**config.mk**
```make
export PLATFORM = sky130hd
export DESIGN_NAME = sl_rx_deframer
export DESIGN_NICKNAME = d
export VERILOG_FILES = /design/src/rtl/sl_rx_deframer.sv
export SDC_FILE = /design/constraint.sdc
export NUM_CORES = 1
export LEC_CHECK = 0
export ABC_AREA = 1
export CORE_UTILIZATION = 30
export CTS_CLUSTER_DIAMETER = 60
export DETAILED_ROUTE_END_ITERATION = 7
export HOLD_SLACK_MARGIN = 0.02
export SYNTH_ARGS = -nofsm -noshare
export SYNTH_HDL_FRONTEND = slang
export SYNTH_SLANG_ARGS = --single-unit
```
**constraint.sdc**
```tcl
create_clock -name clk -period 4.2 [get_ports clk]
set_input_delay 0.84 -clock clk [delete_from_list [all_inputs] [get_ports clk]]
set_output_delay 0.84 -clock clk [all_outputs]
set_load 0.02 [all_outputs]
```
**src/rtl/sl_rx_deframer.sv**
```systemverilog
// SL link receiver: decodes return-to-idle pulses on sl0/sl1 into framed words (optional idle timeout: SL_RX_TIMEOUT_EN).
// Latency: raw release of the STOP pulse to valid rise is SYNC_STAGES+1 clk cycles.
// Backpressure: none toward the line; an unacked word is overwritten on the next commit and overrun_err pulses.
`timescale 1ns/1ps
module sl_rx_deframer #(
  parameter int SYNC_STAGES    = 2,
  parameter int TIMEOUT_CYCLES = 256
) (
  input  logic        clk,
  input  logic        reset,
  input  logic        sl0,
  input  logic        sl1,
  input  logic [1:0]  mode,
  output logic [31:0] data,
  output logic        valid,
  input  logic        ack,
  output logic        ready,
  output logic        parity_err,
  output logic        frame_err,
  output logic        overrun_err
);

  typedef enum logic [2:0] {
    ST_IDLE,
    ST_DATA,
    ST_PAR,
    ST_STOP_W,
    ST_SKIP
  } state_t;

  state_t state, state_nxt;

  logic [SYNC_STAGES-1:0] sync0, sync1;
  logic        s0, s1, lines_idle;
  logic        lo0, lo1;
  logic        sym_vld, sym_stop, sym_bit;
  logic [31:0] shift;
  logic [5:0]  cnt;
  logic [1:0]  len_q;
  logic [5:0]  nbits;
  logic        par_bit, parity_ok;
  logic        start, shift_en, par_ld, commit, perr_nxt, ferr_nxt;
  logic        timeout;

  // Input synchronizers; idle-high reset so a reset never looks like a pulse.
  always_ff @(posedge clk) begin
    if (reset) begin
      sync0 <= '1;
      sync1 <= '1;
    end else begin
      sync0 <= {sync0[SYNC_STAGES-2:0], sl0};
      sync1 <= {sync1[SYNC_STAGES-2:0], sl1};
    end
  end

  assign s0         = sync0[SYNC_STAGES-1];
  assign s1         = sync1[SYNC_STAGES-1];
  assign lines_idle = s0 & s1;

  // Accumulate which lines went low during the current pulse; skew between lines is absorbed here.
  always_ff @(posedge clk) begin
    if (reset || lines_idle) begin
      lo0 <= 1'b0;
      lo1 <= 1'b0;
    end else begin
      lo0 <= lo0 | ~s0;
      lo1 <= lo1 | ~s1;
    end
  end

  // A symbol is complete on the first idle cycle after any low level was seen.
  assign sym_vld  = lines_idle & (lo0 | lo1);
  assign sym_stop = lo0 & lo1;
  assign sym_bit  = lo1;

  assign nbits     = {1'b0, len_q, 3'b000} + 6'd8;
  assign parity_ok = ^{shift, par_bit};

`ifdef SL_RX_TIMEOUT_EN
  localparam int IDLE_W = $clog2(TIMEOUT_CYCLES + 1);
  logic [IDLE_W-1:0] idle_cnt;

  // Count consecutive idle-line cycles while a frame is open; any pulse restarts the count.
  always_ff @(posedge clk) begin
    if (reset || state == ST_IDLE || !lines_idle) begin
      idle_cnt <= '0;
    end else begin
      idle_cnt <= idle_cnt + 1'b1;
    end
  end

  assign timeout = (state != ST_IDLE) && lines_idle &&
                   (idle_cnt == IDLE_W'(TIMEOUT_CYCLES - 1));
`else
  logic unused_timeout;
  assign unused_timeout = (TIMEOUT_CYCLES != 0);
  assign timeout        = 1'b0;
`endif

  // Frame state register.
  always_ff @(posedge clk) begin
    if (reset) begin
      state <= ST_IDLE;
    end else begin
      state <= state_nxt;
    end
  end

  // Next-state and per-symbol control; at most one error flag per symbol.
  always_comb begin
    state_nxt = state;
    start     = 1'b0;
    shift_en  = 1'b0;
    par_ld    = 1'b0;
    commit    = 1'b0;
    perr_nxt  = 1'b0;
    ferr_nxt  = 1'b0;
    if (timeout) begin
      ferr_nxt  = 1'b1;
      state_nxt = ST_IDLE;
    end else if (sym_vld) begin
      case (state)
        ST_IDLE: begin
          if (!sym_stop) begin
            start     = 1'b1;
            state_nxt = ST_DATA;
          end
        end
        ST_DATA: begin
          if (sym_stop) begin
            ferr_nxt  = 1'b1;
            state_nxt = ST_IDLE;
          end else begin
            shift_en = 1'b1;
            if (cnt + 6'd1 == nbits) state_nxt = ST_PAR;
          end
        end
        ST_PAR: begin
          if (sym_stop) begin
            ferr_nxt  = 1'b1;
            state_nxt = ST_IDLE;
          end else begin
            par_ld    = 1'b1;
            state_nxt = ST_STOP_W;
          end
        end
        ST_STOP_W: begin
          if (sym_stop) begin
            commit    = parity_ok;
            perr_nxt  = ~parity_ok;
            state_nxt = ST_IDLE;
          end else begin
            ferr_nxt  = 1'b1;
            state_nxt = ST_SKIP;
          end
        end
        ST_SKIP: begin
          if (sym_stop) state_nxt = ST_IDLE;
        end
        default: state_nxt = ST_IDLE;
      endcase
    end
  end

  // Shift register, bit counter and latched length; separate from data so reception runs while valid=1.
  always_ff @(posedge clk) begin
    if (reset) begin
      shift   <= '0;
      cnt     <= '0;
      len_q   <= '0;
      par_bit <= 1'b0;
    end else begin
      if (start) begin
        len_q <= mode;
        shift <= {31'b0, sym_bit};
        cnt   <= 6'd1;
      end else if (shift_en) begin
        shift <= {shift[30:0], sym_bit};
        cnt   <= cnt + 6'd1;
      end
      if (par_ld) par_bit <= sym_bit;
    end
  end

  // Output word, valid/ack handshake and registered error pulses.
  always_ff @(posedge clk) begin
    if (reset) begin
      data        <= '0;
      valid       <= 1'b0;
      parity_err  <= 1'b0;
      frame_err   <= 1'b0;
      overrun_err <= 1'b0;
    end else begin
      parity_err  <= perr_nxt;
      frame_err   <= ferr_nxt;
      overrun_err <= commit & valid & ~ack;
      if (commit) begin
        data  <= shift;
        valid <= 1'b1;
      end else if (valid && ack) begin
        valid <= 1'b0;
      end
    end
  end

  assign ready = ~valid;

endmodule

```
==> impl_metrics.env, run 1 <==
export IMPL_routed_wl_mm=8.738
export IMPL_worstReg2RegStart="shift[29]"
export IMPL_detail_route_first_pass_iterations=5
export IMPL_synth_edf_count=0
export IMPL_hpwl_mm=5.752
export IMPL_path_class="register to register"
export IMPL_drc=0
export IMPL_crit_fanout=34
export IMPL_cts_resized=0
export IMPL_ys_seq_area_frac=0.4030
export IMPL_holdBufCountCts=0
export IMPL_synthDistinctLibCells=29
export IMPL_max_freq_mhz=394.0
export IMPL_synthMuxAreaShare=0
export IMPL_rr_worst_depth=14
export IMPL_dr_total_vias=3817
export IMPL_multi_input_area_um2=1982
export IMPL_min_path_type="register to register"
export IMPL_area_growth_pct=20.42
export IMPL_synth_area_um2=4272
export IMPL_track_usage=0.1318
export IMPL_topRoutingLayerUsed="met4"
export IMPL_synth_warnings=0
export IMPL_cts_buffers=9
export IMPL_ys_top_cells_by_area="dfxtp_1 (40%), nand2_1 (19%), inv_1 (9.8%), a21oi_1 (5.2%), nand4_1 (5.0%)"
export IMPL_synth_top_family_by_area="simple AND/OR/NAND/NOR gates"
export IMPL_final_area_um2=5144
export IMPL_synth_adder_area_share=0.005858
export IMPL_yosys_most_used_dff="dfxtp_1"
export IMPL_crit_required_ps=4450
export IMPL_syn_inst=662
export IMPL_crit_path_end_kind="register"
export IMPL_cts_buffer_depth=2
export IMPL_cts_tree="done"
export IMPL_place_area_um2=4843
export IMPL_die_area_um2=14720
export IMPL_finalCritPeriodShare=0.6043
export IMPL_wl_per_cell_um=9.952
export IMPL_slew_violations=0
export IMPL_fill_cells=1502
export IMPL_synth_top_area_cell="dfxtp_1"
export IMPL_yosys_top_cells_count="nand2_1 (215), inv_1 (111), dfxtp_1 (86), nor2_1 (51), a21oi_1 (44)"
export IMPL_grt_pass1_vias=3545
export IMPL_power_density_nw_per_um2=326.6
export IMPL_initial_core_util=0.3077
export IMPL_vias_per_cell=4.347
export IMPL_antenna_found_initial=0
export IMPL_skew_ps=6.906
export IMPL_setup_viol=0
export IMPL_power_leakage_nw=2.282
export IMPL_port_buffers=43
export IMPL_core_um2=13880
export IMPL_slew_headroom=0.4359
export IMPL_synth_async_sr_flop_share=0
export IMPL_hold_end="sync0[1]"
export IMPL_rr_endpoint="valid"
export IMPL_synth_nets=671
export IMPL_total_power_w=0.001680
export IMPL_grt_pass1_wl_mm=15.42
export IMPL_fp_row_count=43
export IMPL_cp_data_arrival_time_ps=2790
export IMPL_io_pins=44
export IMPL_dr_first_iter_drc_count=250
export IMPL_cts_setup_buffers=0
export IMPL_wl_met2_mm=3.765
export IMPL_tns_ps=0
export IMPL_fin_nets=703
export IMPL_drv_cap=0
export IMPL_wl_met3_um=486
export IMPL_gp_congestion=0.7148
export IMPL_timing_final_hold_violations=0
export IMPL_synthXorXnorAreaFrac=0.01845
export IMPL_clkLatencyLatePin_ps=340
export IMPL_worst_pin_slew_ps=844.2
export IMPL_grt_overflow=0
export IMPL_ir_drop_uv=186.8
export IMPL_drtAntennaViolNets=0
export IMPL_htreeDepth=3
export IMPL_hold_depth=1
export IMPL_synth_compound_area_frac=0.1090
export IMPL_min_period_ps=2538
export IMPL_diodes=0
export IMPL_root_buffer="clkbuf_16"
export IMPL_status="completed"
export IMPL_floorplan_die_height_um=121.3
export IMPL_rsz0062_at_grt="no"
export IMPL_synth_top_area_share=0.4030
export IMPL_synth_most_common_cell="nand2_1"
export IMPL_drive_above_1_share=0.05874
export IMPL_die_w_um=121.3
export IMPL_path_clk_slew_ps=60
export IMPL_cts_sinks=86
export IMPL_yosys_area_share_simple=0.3281
export IMPL_seqCellArea_um2=1722
export IMPL_synth_seq_cells=86
export IMPL_synth_area_per_cell_um2=6.453
export IMPL_r2r_slack_ps=1660
export IMPL_min_delay_start="sync0[0]"
export IMPL_wl_met1_mm=4.394
export IMPL_start_kind="register"
export IMPL_grt_max_degree=44
export IMPL_hold_slack_ps=406.5
layout make-up:
class,instances,area share
well taps,180,0.04378
multi-input cells,430,0.3853
clock buffers,12,0.04987
inverters,119,0.08684
repair buffers,48,0.09098
flip-flops and latches,86,0.3347
clock inverters,3,0.008514
power by group:
group,total (W),switching [W],internal (W)
clock,0.000803,0.000314,0.000490
combinational,0.0000540,0.0000355,0.0000185
sequential,0.000822,0.00000258,0.000820
worst max-delay path by stage:
stage                    end  slack [ps]  cells past startpoint      start
floorplan           len_q[0]        2560                      5      reset
global placement    len_q[0]        1510                      5      reset
detailed placement  len_q[0]        1480                      5      reset
CTS                    valid        1590                     14  shift[29]
global route         data[4]        1220                     16  shift[29]
finish                 valid        1660                     14  shift[29]
through the flow:
stage / worst slack [ps] / utilization / cells
floorplan: 2555 / - / 662
global placement: 1513 / 0.3489 / 863
detailed placement: 1481 / 0.3489 / 863
CTS: 1590 / 0.3706 / 878
global route: 1222 / 0.3706 / 878
finish: 1662 / 0.3706 / 878
placed cells by master (no fill, tap or decap), types with 6 or more instances in the layout:
cell,Yosys,final
nand2_1,215,215
inv_1,111,111
dfxtp_1,86,86
nor2_1,51,51
a21oi_1,44,44
clkdlybuf4s50_1,0,43
o21ai_0,39,39
nand4_1,34,34
nand3_1,12,12
clkbuf_16,0,9
inv_2,8,8
xnor2_1,6,6
sequential cells by signal, indices dropped and copies added, names as in the netlist:
name and count:
len_q 2, state 3, par_bit 1, frame_err 1, lo0 1, data 32, sync0 2, valid 1
sync1 2, lo1 1, overrun_err 1, shift 32, cnt 6, parity_err 1
cells by family after synthesis:
family,count (synthesis)
xor+xnor,9
fa+ha+maj,2
flops,86
compound gates,89
buf+inv,146
simple gates,330
worst max-delay path, stage by stage, from the launching register on:
cell,delay [ps]
dfxtp_1,360
inv_1,100
nand2_1,70
nand2_1,80
nand2_1,70
nand2_1,70
inv_1,50
nand2_1,40
nand2_1,60
nand2_1,40
nand2_1,90
inv_1,60
nand2_2,500
nand3_4,530
o21ai_0,310
per-layer routing:
metal,global-route usage,up-vias
met5,0,-
met4,0.03704,0
met3,0.04511,8
met2,0.2124,88
met1,0.1655,1614
li1,-,2107
No activity file was read; power rests on OpenSTA's default activity.
==> run 2, diff against run 1 <==
==> constraint.sdc (replaced) <==
create_clock -name clk -period 2.3 [get_ports clk]
set_input_delay 0.46 -clock clk [delete_from_list [all_inputs] [get_ports clk]]
set_output_delay 0.46 -clock clk [all_outputs]
set_load 0.02 [all_outputs]
==> impl_metrics.env, run 2 (synthesis gave the netlist of run 1 again) <==
export IMPL_status="completed"
export IMPL_fp_row_count=43
export IMPL_initial_core_util=0.3077
export IMPL_path_clk_slew_ps=60
export IMPL_diodes=0
export IMPL_cp_startpoint="shift[28]"
export IMPL_cts_buffers=9
export IMPL_drc=0
export IMPL_area_growth_pct=22.47
export IMPL_gp_congestion=0.7653
export IMPL_hpwl_mm=6.118
export IMPL_crit_required_ps=2530
export IMPL_path_cells="inv_1 > nand2_1 > nand2_1 > nand2_1 > nand2_1 > inv_1 > nand2_1 > nand2_1 > nand2_1 > nand2_1 > nand3_2 > nand3_4 > nand2_1 > inv_1 > nor2_1"
export IMPL_drive_above_1_share=0.07072
export IMPL_cp_data_arrival_time_ps=2220
export IMPL_critical_path_buf_inv_count=3
export IMPL_grt_max_degree=59
export IMPL_slew_headroom=0.7438
export IMPL_die_area_um2=14720
export IMPL_r2r_slack_ps=320
export IMPL_fin_nets=711
export IMPL_finalCritPeriodShare=0.8621
export IMPL_power_density_nw_per_um2=573.7
export IMPL_multi_input_area_um2=2004
export IMPL_slowest_stage="dfxtp_1"
export IMPL_root_buffer="clkbuf_16"
export IMPL_grt_pass1_wl_mm=15.57
export IMPL_dp_cells=870
export IMPL_fill_cells=1489
export IMPL_slew_violations=0
export IMPL_drtAntennaViolNets=0
export IMPL_dr_total_vias=3909
export IMPL_crit_path_frequent_cell="nand2_1"
export IMPL_core_um2=13880
export IMPL_crit_end="data[4]"
export IMPL_htreeDepth=3
export IMPL_timing_final_hold_violations=0
export IMPL_cts_buffer_depth=2
export IMPL_clkLatencyLatePin_ps=340
export IMPL_rr_endpoint="data[4]"
export IMPL_die_w_um=121.3
export IMPL_detail_route_first_pass_iterations=4
export IMPL_antenna_found_initial=0
export IMPL_cts_sinks=86
export IMPL_routed_wl_mm=9.333
export IMPL_floorplan_die_height_um=121.3
export IMPL_fin_cells=887
export IMPL_cts_tree="done"
export IMPL_grt_pass1_vias=3544
export IMPL_path_class="register to register"
export IMPL_worstReg2RegStart="shift[28]"
export IMPL_setup_viol=0
export IMPL_crit_path_end_kind="register"
export IMPL_grt_overflow=0
export IMPL_cpLargestDelayFamily="simple AND/OR/NAND/NOR gates"
export IMPL_wl_per_cell_um=10.52
export IMPL_max_freq_mhz=504.3
export IMPL_rsz0062_at_grt="no"
export IMPL_power_leakage_nw=2.335
export IMPL_port_buffers=43
export IMPL_min_path_type="register to register"
export IMPL_final_common_cell="nand2_1"
export IMPL_skew_ps=8.221
export IMPL_vias_per_cell=4.407
export IMPL_ir_drop_uv=521.6
export IMPL_cts_setup_buffers=0
export IMPL_final_cell_mix="nand2_1 (215), inv_1 (111), dfxtp_1 (86)"
export IMPL_path_depth=15
export IMPL_drv_cap=0
export IMPL_seqCellArea_um2=1722
export IMPL_crit_fanout=17
export IMPL_min_period_ps=1983
export IMPL_tns_ps=0
export IMPL_worst_pin_slew_ps=383.1
export IMPL_track_usage=0.1315
export IMPL_start_kind="register"
export IMPL_top_regs="data x32, shift x32, cnt x6"
export IMPL_dr_first_iter_drc_count=198
export IMPL_max_stage_delay_ps=370
export IMPL_io_pins=44
export IMPL_rr_worst_depth=15
[run 2: cell type report]
| cell class | count | share of cell area |
|---|---|---|
| Clock inverter | 3 | 0.003348 |
| Inverter | 119 | 0.08539 |
| Tap cell | 180 | 0.04305 |
| Clock buffer | 13 | 0.05166 |
| Multi-Input combinational cell | 431 | 0.3832 |
| Sequential cell | 86 | 0.3291 |
| Timing Repair Buffer | 55 | 0.1043 |
[run 2: metrics by stage]
step | setup slack (ps) | utilization | total power, W | hold slack [ps] | cell area (µm²)
floorplan | 728.2 | - | 0.001602 | 389.5 | 4272
CTS | 195.4 | 0.3752 | 0.003047 | 411.1 | 5209
detailed placement | 228.8 | 0.3545 | 0.001640 | 396.3 | 4921
global placement | 279.9 | 0.3545 | 0.001640 | 392.1 | 4921
global route | 24.52 | 0.3769 | 0.003109 | 426.4 | 5231
finish | 317.1 | 0.3769 | 0.003001 | 408.9 | 5231
[run 2: routing by layer]
metal / vias to the layer above / GRT usage / share of wire
li1: 2124 / - / -
met1: 1727 / 0.1678 / 0.52
met2: 53 / 0.2166 / 0.44
met3: 5 / 0.03289 / 0.031
met4: 0 / 0.03935 / 0.0077
met5: - / 0 / 0
[run 2: what timing repair did]
item,in CTS,in global routing
setup endpoints to repair,0,33
resized for setup,0,2
hold buffers,0,0
[run 2: worst min-delay path by stage]
| stage | start | to | slack [ps] | cells past startpoint |
|---|---|---|---|---|
| 5_1_grt | sync1[0] | sync1[1] | 430 | 1 |
| 2_1_floorplan | sync0[0] | sync0[1] | 390 | 1 |
| 6_report | sync0[0] | sync0[1] | 410 | 1 |
| 4_1_cts | sync0[0] | sync0[1] | 410 | 1 |
| 3_5_place_dp | sync1[0] | sync1[1] | 400 | 1 |
| 3_3_place_gp | sync0[0] | sync0[1] | 390 | 1 |
[run 2: power breakdown]
| part | internal [W] | total [W] | switching (W) |
|---|---|---|---|
| combinational | 0.0000388 | 0.000106 | 0.0000671 |
| sequential | 0.00150 | 0.00150 | 0.00000498 |
| clock | 0.000817 | 0.00139 | 0.000577 |
| total | 0.00235 | 0.00300 | 0.000649 |
==> run 3, diff against run 2 <==
--- a/config.mk
+++ b/config.mk
@@ -7,9 +7,10 @@
 export LEC_CHECK = 0
 export ABC_AREA = 1
 export CORE_UTILIZATION = 30
-export CTS_CLUSTER_DIAMETER = 60
 export DETAILED_ROUTE_END_ITERATION = 7
+export GPL_ROUTABILITY_DRIVEN = 0
 export HOLD_SLACK_MARGIN = 0.02
+export SLEW_MARGIN = 20
 export SYNTH_ARGS = -nofsm -noshare
 export SYNTH_HDL_FRONTEND = slang
 export SYNTH_SLANG_ARGS = --single-unit
==> results of run 3 <==
The final DEF is identical to that of run 2; final timing and power are the same.
